[src/rtl/pulp_ls_pkg.sv]
// Shared types for the output level shifter with isolation sequencer.
// The state encoding is visible to the power manager through state_o.
package pulp_ls_pkg;

  localparam int unsigned STATE_W = 2;

  typedef enum logic [STATE_W-1:0] {
    ACTIVE   = 2'd0,
    CLAMP    = 2'd1,
    ISOLATED = 2'd2,
    RELEASE  = 2'd3
  } iso_state_e;

endpackage

[src/rtl/pulp_ls_settle_cnt.sv]
// Settle-time counter shared by the CLAMP and RELEASE phases.
// It saturates at SETTLE_CYCLES-1, where done is raised.
module pulp_ls_settle_cnt #(
  parameter int unsigned SETTLE_CYCLES = 4
) (
  input  logic clk_i,
  input  logic rst_ni,
  input  logic clr,
  input  logic en,
  output logic done
);

  localparam int unsigned CNT_W = $clog2(SETTLE_CYCLES + 1);
  localparam logic [CNT_W-1:0] LAST = CNT_W'(SETTLE_CYCLES - 1);

  logic [CNT_W-1:0] cnt;

  // count settle cycles; clear has priority so every phase starts from zero
  always_ff @(posedge clk_i or negedge rst_ni) begin
    if (!rst_ni) begin
      cnt <= '0;
    end else if (clr) begin
      cnt <= '0;
    end else if (en && !done) begin
      cnt <= cnt + CNT_W'(1);
    end else begin
      cnt <= cnt;
    end
  end

  assign done = (cnt == LAST);

endmodule

[src/rtl/pulp_level_shifter_out_iso.sv]
// Output level shifter with clamp/settle/acknowledge isolation sequencing.
// Define PULP_LS_OUT_ISO_REG_EN to register out_o (ack delayed to match).
module pulp_level_shifter_out_iso
  import pulp_ls_pkg::*;
#(
  parameter int unsigned           WIDTH         = 32,
  parameter logic [WIDTH-1:0]      CLAMP_VAL     = '0,
  parameter int unsigned           SETTLE_CYCLES = 4
) (
  input  logic               clk_i,
  input  logic               rst_ni,
  input  logic               iso_req_i,
  output logic               iso_ack_o,
  output logic [STATE_W-1:0] state_o,
  input  logic [WIDTH-1:0]   in_i,
  output logic [WIDTH-1:0]   out_o
);

  iso_state_e       state;
  iso_state_e       state_nxt;
  logic             cnt_clr;
  logic             cnt_en;
  logic             cnt_done;
  logic             ack;
  logic [WIDTH-1:0] mux_out;

  pulp_ls_settle_cnt #(
    .SETTLE_CYCLES(SETTLE_CYCLES)
  ) i_settle_cnt (
    .clk_i (clk_i),
    .rst_ni(rst_ni),
    .clr   (cnt_clr),
    .en    (cnt_en),
    .done  (cnt_done)
  );

  // next-state logic; a change of request direction always wins over settle completion
  always_comb begin
    state_nxt = state;
    cnt_clr   = 1'b1;
    cnt_en    = 1'b0;
    case (state)
      ACTIVE: begin
        if (iso_req_i) state_nxt = CLAMP;
        else           state_nxt = ACTIVE;
      end
      CLAMP: begin
        if (!iso_req_i) begin
          state_nxt = RELEASE;
        end else if (cnt_done) begin
          state_nxt = ISOLATED;
        end else begin
          state_nxt = CLAMP;
          cnt_clr   = 1'b0;
          cnt_en    = 1'b1;
        end
      end
      ISOLATED: begin
        if (!iso_req_i) state_nxt = RELEASE;
        else            state_nxt = ISOLATED;
      end
      RELEASE: begin
        if (iso_req_i) begin
          state_nxt = CLAMP;
        end else if (cnt_done) begin
          state_nxt = ACTIVE;
        end else begin
          state_nxt = RELEASE;
          cnt_clr   = 1'b0;
          cnt_en    = 1'b1;
        end
      end
      default: state_nxt = ISOLATED;
    endcase
  end

  // sequencer state and registered ack; reset lands in the power-on-safe isolated state
  always_ff @(posedge clk_i or negedge rst_ni) begin
    if (!rst_ni) begin
      state <= ISOLATED;
      ack   <= 1'b1;
    end else begin
      state <= state_nxt;
      ack   <= (state_nxt == ISOLATED);
    end
  end

  assign mux_out = (state == ACTIVE) ? in_i : CLAMP_VAL;
  assign state_o = state;

`ifdef PULP_LS_OUT_ISO_REG_EN
  logic [WIDTH-1:0] out_q;
  logic             ack_q;

  // output register; ack is held back one cycle so it never precedes the clamp
  always_ff @(posedge clk_i or negedge rst_ni) begin
    if (!rst_ni) begin
      out_q <= CLAMP_VAL;
      ack_q <= 1'b1;
    end else begin
      out_q <= mux_out;
      ack_q <= ack;
    end
  end

  assign out_o     = out_q;
  assign iso_ack_o = ack_q;
`else
  assign out_o     = mux_out;
  assign iso_ack_o = ack;
`endif

endmodule

[config.mk]
export PLATFORM = sky130hd
export DESIGN_NAME = pulp_level_shifter_out_iso
export DESIGN_NICKNAME = d
export VERILOG_FILES = /design/src/rtl/pulp_ls_pkg.sv /design/src/rtl/pulp_ls_settle_cnt.sv /design/src/rtl/pulp_level_shifter_out_iso.sv
export SDC_FILE = /design/constraint.sdc
export NUM_CORES = 1
export LEC_CHECK = 0
export CAP_MARGIN = 20
export CORE_ASPECT_RATIO = 0.9
export CORE_MARGIN = 10
export CORE_UTILIZATION = 27
export CTS_CLUSTER_SIZE = 8
export DETAILED_ROUTE_END_ITERATION = 8
export PLACE_DENSITY = 0.84
export SYNTH_ARGS = -nofsm -noshare
export SYNTH_HDL_FRONTEND = slang
export SYNTH_SLANG_ARGS = --single-unit
[constraint.sdc]
create_clock -name clk_i -period 2.8 [get_ports clk_i]
set_clock_uncertainty 0.05 [all_clocks]
set_input_delay 0.42 -clock clk_i [delete_from_list [all_inputs] [get_ports clk_i]]
set_output_delay 0.42 -clock clk_i [all_outputs]
set_load 0.05 [all_outputs]
==> flow_summary.toml, run 1 <==
[global_route]
grt_pass1_vias = 812
grt_pass1_wl_um = 4430
grt_overflow_total = 0
grt_start_max_net_pins = 34
grt.total_usage_pct = 14.1
antenna_found_initial = 0

[job]
drv_cap = 0

[clock_network]
cts_root_buf = "clkbuf_4"
h-tree-depth = 1
cts_tree = "yes"
clk_pin_slew_ns = 0.06
cts_num_sinks = 6
cts_max_path_buffers = 2
postCtsSetupBuffers = 0
numCtsBuffers = 3
ctsHoldBuffers = 0
cts_resized = 0
clkLatencyLatePin_ns = 0.27

[yosys]
synth_nets = 103
synth_cell_types = 17
syn_area_um2 = 551
avgSynthCellArea_um2 = 8.47
yosysSeqAreaShare_pct = 27.7
yosysWarnings = 0
synthCells = 65
ys_ff_latch = 6

[detailed_routing]
drt-wirelength-per-cell_um = 17.9
ant_nets = 0
drc = 0
vias_per_cell = 4.58
drt_iter0_markers = 81
totalWireLength_um = 2860
vias = 733
drtPass1Iterations = 5

[critical_path]
path_buf_inv = 1
startpoint_type = "register"
cp.required_ns = 2.33
crit_arrival_ns = 1.67
critPathKind = "register to output pin"
cp-end-kind = "output pin"
critical-path-max-stage-delay_ns = 0.82
cp_max_fo = 7
cp_cell_sequence = "clkdlybuf4s50_1"
cp-startpoint = "state_o[1]"
cpMaxStageDelayCell = "clkdlybuf4s50_1"
worst-r2r-setup-slack_ns = 1.37
critPathTopFamily = "buffers and inverters"
reg2reg_from = "i_settle_cnt.cnt[0]"

[placement]
dp.cells = 157
dpl.hpwl_um = 2530
portBuffers = 69
gp_congestion = 0.664

[cells_and_area]
diodes = 0
ff_latch_area_um2 = 153
syn_to_final_growth_pct = 192
layout_common_cells = "37 x clkdlybuf4s50_1, 32 x buf_12, 23 x and2_2, 9 x and2_1, 6 x nor2_1"
nets = 175
multi_input_comb_area_um2 = 378
layout_commonest_cell = "clkdlybuf4s50_1"
drive_above_1_share_pct = 45.9
fillers = 109
final-instance-count-excl-fill = 160

[status]
outcome = "complete, no violations"

[floorplan]
dieArea_um2 = 4250
die_w_um = 67.6
initial_utilization_pct = 28.5
die_height_um = 62.8
num_io_pins = 70
rows = 15
core_area_um2 = 1930

[timing]
worst_pin_slew_ns = 0.513
setup_viol = 0
clock.fmax_mhz = 466
whs_ns = 0.328
drv_slew = 0
fin_crit_ns = 2.14
rsz0062_at_grt = "no"
relSlewSlack_pct = 65.7
hold_viol = 0
setup_tns_ns = 0
finalCritPeriodShare_pct = 76.6

[min_path]
min_path_type = "input pin to asynchronous set/reset pin"

[pwr]
leakage_nw = 0.686
irDropWorstVdd_mv = 0.343
power_density_nw_per_um2 = 478
==> routing by layer <==
metal / GRT usage, % / vias up / share of wire [%]
li1: - / 343 / -
met1: 11.0 / 331 / 28
met3: 8.78 / 7 / 13
met4: 5.64 / 0 / 2.1
met5: 0 / - / 0
met2: 26.2 / 52 / 56
==> synthesized netlist by cell type <==
| cell | count | area [um^2] |
|---|---|---|
| xor2_1 | 2 | 17.5 |
| mux2_2 | 1 | 11.3 |
| nand2_1 | 2 | 7.51 |
| and2_1 | 9 | 56.3 |
| inv_1 | 2 | 7.51 |
| o22ai_1 | 1 | 6.26 |
| nand3b_1 | 1 | 7.51 |
| ha_1 | 3 | 37.5 |
| and3b_1 | 1 | 8.76 |
| a21oi_1 | 4 | 20.0 |
| mux2i_1 | 1 | 10.0 |
| nor2_1 | 6 | 22.5 |
| and2_2 | 23 | 173 |
| dfrtp_1 | 4 | 100 |
| clkbuf_1 | 2 | 7.51 |
| clkbuf_2 | 1 | 5.00 |
| dfstp_2 | 2 | 52.6 |
==> logic make-up after synthesis <==
group | count (synthesis) | synth area share, %
buffers and inverters | 5 | 3.64
muxes | 2 | 3.86
adders and majority gates | 3 | 6.82
AOI/OAI and AO/OA | 5 | 4.77
DFF | 6 | 27.7
and+or+nand+nor | 42 | 50.0
xor gates and xnor gates | 2 | 3.18
==> where the power goes <==
part / internal (mW) / leakage, nW / switching, mW
Sequential: 0.117 / 0.0696 / 0.0269
Clock: 0.0492 / 0.0138 / 0.0423
Combinational: 0.248 / 0.602 / 0.285
Total: 0.415 / 0.686 / 0.354
==> registers in the layout, summed over array words and instances, names as in the netlist <==
| name | flops |
|---|---|
| i_settle_cnt.cnt | 3 |
| state_o | 2 |
| iso_ack_o | 1 |
==> final timing paths <==
| path | endpoint | cells after the start |
|---|---|---|
| worst min register to register | i_settle_cnt.cnt[2] | 2 |
| worst max register to register | state_o[0] | 4 |
| worst min-delay path | state_o[0] | 1 |
| min in group clk_i | i_settle_cnt.cnt[2] | 2 |
| max in group asynchronous | state_o[1] | 1 |
| worst max-delay path | state_o[1] | 1 |
==> area by class of cell <==
cell class | count | area share, %
timing repair buffer | 70 | 63.2
tap | 25 | 1.94
sequential | 6 | 9.48
clock buffer | 3 | 1.40
inverter | 2 | 0.466
multi-input combinational | 54 | 23.5
==> metrics by stage <==
| stage | area, um^2 | worst slack [ns] | util, % | total power, mW |
|---|---|---|---|---|
| after global placement | 1590 | 0.956 | 82.1 | 0.652 |
| after floorplan | 551 | 0.824 | - | 0.412 |
| after detailed placement | 1590 | 0.939 | 82.1 | 0.677 |
| after CTS | 1610 | 0.654 | 83.3 | 0.774 |
| final | 1610 | 0.656 | 83.3 | 0.769 |
| after global routing | 1610 | 0.625 | 83.3 | 0.806 |
(Power assumes the default switching activity.)
==> run 2: changes to the inputs <==
--- a/config.mk
+++ b/config.mk
@@ -8,10 +8,10 @@
 export CAP_MARGIN = 20
 export CORE_ASPECT_RATIO = 0.9
 export CORE_MARGIN = 10
-export CORE_UTILIZATION = 27
+export CORE_UTILIZATION = 23
 export CTS_CLUSTER_SIZE = 8
 export DETAILED_ROUTE_END_ITERATION = 8
-export PLACE_DENSITY = 0.84
+export PLACE_DENSITY = 0.77
 export SYNTH_ARGS = -nofsm -noshare
 export SYNTH_HDL_FRONTEND = slang
 export SYNTH_SLANG_ARGS = --single-unit
==> constraint.sdc (replaced) <==
create_clock -name clk_i -period 1.9 [get_ports clk_i]
set_clock_uncertainty 0.05 [all_clocks]
set_input_delay 0.285 -clock clk_i [delete_from_list [all_inputs] [get_ports clk_i]]
set_output_delay 0.285 -clock clk_i [all_outputs]
set_load 0.05 [all_outputs]
==> flow_summary.toml, run 2 (synthesized netlist as in run 1, its figures left out) <==
[floorplan]
initial_utilization_pct = 24.8
die_height_um = 66.4
core_area_um2 = 2220
rows = 16
die_w_um = 71.6
num_io_pins = 70
dieArea_um2 = 4750

[critical_path]
cp_max_fo = 33
cp.required_ns = 1.56
startpoint_type = "register"
critical-path-max-stage-delay_ns = 0.58
cp-end-kind = "output pin"
cp_cell_sequence = "nor2_1 -> buf_4 -> and2_2 -> buf_12"
critPathKind = "register to output pin"
worst-r2r-setup-slack_ns = 0.53
crit_arrival_ns = 1.48
ff2ff_path_depth = 5
cpMaxStageDelayCell = "dfstp_2"

[placement]
portBuffers = 69
dp.cells = 159
placed_cell_area_um2 = 1580
dpl.hpwl_um = 2680
place_ws_ns = 0.312
gp_congestion = 0.783

[cells_and_area]
post-route-cell-area_um2 = 1610
ff_latch_area_um2 = 153
diodes = 0
final_util_pct = 72.2
nets = 175
layout_commonest_cell = "clkdlybuf4s50_1"
final-instance-count-excl-fill = 162
syn_to_final_growth_pct = 192
regMostFlops = "i_settle_cnt.cnt"
multi_input_comb_area_um2 = 378
fillers = 143
layout_common_cells = "34 x clkdlybuf4s50_1, 32 x buf_12, 23 x and2_2, 9 x and2_1, 6 x nor2_1"
largest_reg_flops = 3
drive_above_1_share_pct = 48.1

[job]
drv_cap = 0

[clock_network]
cts_tree = "yes"
cts_max_path_buffers = 2
h-tree-depth = 1
clk_pin_slew_ns = 0.04
numCtsBuffers = 3
cts_num_sinks = 6
clkLatencyLatePin_ns = 0.25
postCtsSetupBuffers = 0
ctsHoldBuffers = 0
cts_resized = 0
cts_root_buf = "clkbuf_4"

[detailed_routing]
vias = 714
drt-wirelength-per-cell_um = 18.1
ant_nets = 0
drc = 0
drtPass1Iterations = 4
drt_iter0_markers = 25
totalWireLength_um = 2930
vias_per_cell = 4.41

[pwr]
power_density_nw_per_um2 = 678
leakage_nw = 0.688
power_mw = 1.09
irDropWorstVdd_mv = 0.690

[timing]
clock.fmax_mhz = 550
worst_pin_slew_ns = 0.249
setup_tns_ns = 0
relSlewSlack_pct = 83.3
whs_ns = 0.219
drv_slew = 0
hold_viol = 0
finalCritPeriodShare_pct = 95.8
fin_crit_ns = 1.82
rsz0062_at_grt = "no"
setup_ws_ns = 0.0805
setup_viol = 0

[status]
outcome = "complete, no violations"

[global_route]
grt_start_max_net_pins = 34
antenna_found_initial = 0
grt_overflow_total = 0
grt_pass1_vias = 838
grt.total_usage_pct = 12.7
grt_pass1_wl_um = 4650

[min_path]
min_path_type = "input pin to asynchronous set/reset pin"
==> run 2: critical path, delay by kind of cell, from the launching register on <==
family | cells | cell delay (ns)
buffers and inverters | 2 | 0.36
flip-flops | 1 | 0.58
AND/OR/NAND/NOR | 2 | 0.29
==> run 2: layout make-up <==
class,count,share of cell area (%)
clock buffers,3,1.40
inverters,2,0.468
multi-input cells,54,23.5
flip-flops and latches,6,9.51
well taps,27,2.10
repair buffers,70,63.0
==> run 2: power by group <==
group          leakage (nW)  switching (mW)  internal, mW
sequential           0.0696          0.0362         0.173
clock                0.0138          0.0438        0.0713
combinational         0.605           0.405         0.359
total                 0.688           0.486         0.603
==> run 2: final timing paths <==
kind	start	to
setup reg to reg	i_settle_cnt.cnt[0]	iso_ack_o
max in group asynchronous	rst_ni	state_o[1]
setup / recovery	state_o[1]	out_o[5]
hold reg to reg	i_settle_cnt.cnt[2]	i_settle_cnt.cnt[2]
min in group clk_i	i_settle_cnt.cnt[2]	i_settle_cnt.cnt[2]
hold / removal	rst_ni	state_o[0]
==> run 2: routing by layer <==
layer  routed length, um  track usage [%]  share of wire (%)  up-vias
li1                    -                -                  -      342
met1                 876             10.2                 30      313
met2                1270             19.6                 43       54
met3                 757             15.8                 26        5
met4                  29             2.90               0.99        0
met5                   0                0                  0        -
==> run 3: changes to the inputs <==
--- a/config.mk
+++ b/config.mk
@@ -7,7 +7,6 @@
 export LEC_CHECK = 0
 export CAP_MARGIN = 20
 export CORE_ASPECT_RATIO = 0.9
-export CORE_MARGIN = 10
 export CORE_UTILIZATION = 23
 export CTS_CLUSTER_SIZE = 8
 export DETAILED_ROUTE_END_ITERATION = 8
==> flow_summary.toml, run 3 (synthesized netlist as in run 1, its figures left out) <==
[clock_network]
cts_tree = "yes"
clkLatencyLatePin_ns = 0.24
h-tree-depth = 1
cts_root_buf = "clkbuf_4"
clk_pin_slew_ns = 0.05
postCtsSetupBuffers = 0
cts_max_path_buffers = 2
cts_num_sinks = 6
numCtsBuffers = 3

[placement]
gp_congestion = 0.728
placed_cell_area_um2 = 1580
portBuffers = 69
dpl.hpwl_um = 2190

[job]
drv_cap = 0

[timing]
setup_viol = 0
worst_pin_slew_ns = 0.287
clock.fmax_mhz = 552
drv_slew = 0
relSlewSlack_pct = 80.8
finalCritPeriodShare_pct = 95.3
whs_ns = 0.236
hold_viol = 0
fin_crit_ns = 1.81
setup_tns_ns = 0
rsz0062_at_grt = "no"

[cells_and_area]
largest_reg_flops = 3
final_util_pct = 73.0
fillers = 151
syn_to_final_growth_pct = 195
drive_above_1_share_pct = 48.9
diodes = 0
post-route-cell-area_um2 = 1620
regMostFlops = "i_settle_cnt.cnt"
nets = 176
layout_commonest_cell = "clkdlybuf4s50_1"
layout_common_cells = "34 x clkdlybuf4s50_1, 32 x buf_12, 23 x and2_2, 9 x and2_1, 5 x nor2_1"

[pwr]
power_density_nw_per_um2 = 688
power_mw = 1.12
leakage_nw = 0.695
irDropWorstVdd_mv = 0.467

[critical_path]
crit_arrival_ns = 1.48
cp_max_fo = 16
cp.required_ns = 1.56
cp_cell_sequence = "nor2_2 -> buf_4 -> and2_2 -> buf_12"
critPathTopFamily = "flip-flops"
path_buf_inv = 2
critPathKind = "register to output pin"
cp-end-kind = "output pin"
cpMaxStageDelayCell = "dfrtp_1"
critical-path-max-stage-delay_ns = 0.46
startpoint_type = "register"

[detailed_routing]
ant_nets = 0
drtPass1Iterations = 4
drt-wirelength-per-cell_um = 15.0
wl_met2_um = 1290
vias_per_cell = 4.44
totalWireLength_um = 2460
met3WireLength_um = 278
vias = 728
wl_met1_um = 845
drc = 0
highest_layer = "met4"
drt_iter0_markers = 5

[global_route]
grt_pass1_wl_um = 3550
antenna_found_initial = 0
grt.total_usage_pct = 19.9
grt_start_max_net_pins = 33
grt_pass1_vias = 782
grt_overflow_total = 0

[floorplan]
rows = 16
core_area_um2 = 2220
dieArea_um2 = 2590
initial_utilization_pct = 24.8
die_w_um = 53.6
num_io_pins = 70
die_height_um = 48.4

[status]
outcome = "complete, no violations"

[min_path]
min_path_type = "input pin to asynchronous set/reset pin"
run 3: timing repair:
action	4_1_cts	5_1_grt
hold buffers	0	0
setup endpoints to repair	0	32
resized for setup	0	4
run 3: routing by layer:
layer / up-vias / global-route usage (%)
met5: - / 0
met4: 0 / 7.02
met3: 6 / 11.6
met2: 42 / 36.0
met1: 334 / 17.4
li1: 346 / -
run 3: area by class of cell:
class                   count  area (um^2)  area share [%]
clock buffers               4         26.3            1.62
inverters                   2         7.51           0.463
well taps                  27         33.8            2.08
flip-flops and latches      6          153            9.41
multi-input cells          54          380            23.4
repair buffers             71         1020            63.0
run 3: worst register-to-register path, stage by stage, from the launching register on:
cell     delay, ns
dfrtp_1       0.36
ha_1          0.19
ha_1          0.27
nand2_1       0.12
mux2_2        0.29
run 3: worst paths after layout:
path	cells past startpoint	endpoint	slack, ns	from
worst max-delay path	4	out_o[19]	0.09	state_o[0]
worst min-delay path	1	i_settle_cnt.cnt[1]	0.24	rst_ni
worst max register to register	4	state_o[0]	0.50	i_settle_cnt.cnt[0]
worst min register to register	2	i_settle_cnt.cnt[2]	0.49	i_settle_cnt.cnt[2]
max in group asynchronous	1	state_o[1]	1.28	rst_ni
min in group clk_i	2	i_settle_cnt.cnt[2]	0.49	i_settle_cnt.cnt[2]
run 3: metrics by stage:
step | worst slack [ns] | std cells
after floorplan | 0.0589 | 65
after global placement | 0.349 | 159
after detailed placement | 0.262 | 159
after CTS | 0.00535 | 163
after global routing | 0.0219 | 164
final | 0.0893 | 164
run 3: power by group:
group	switching [mW]	total, mW	internal (mW)	leakage, nW
Sequential	0.0407	0.214	0.173	0.0696
Combinational	0.411	0.777	0.365	0.611
Clock	0.0465	0.126	0.0796	0.0150
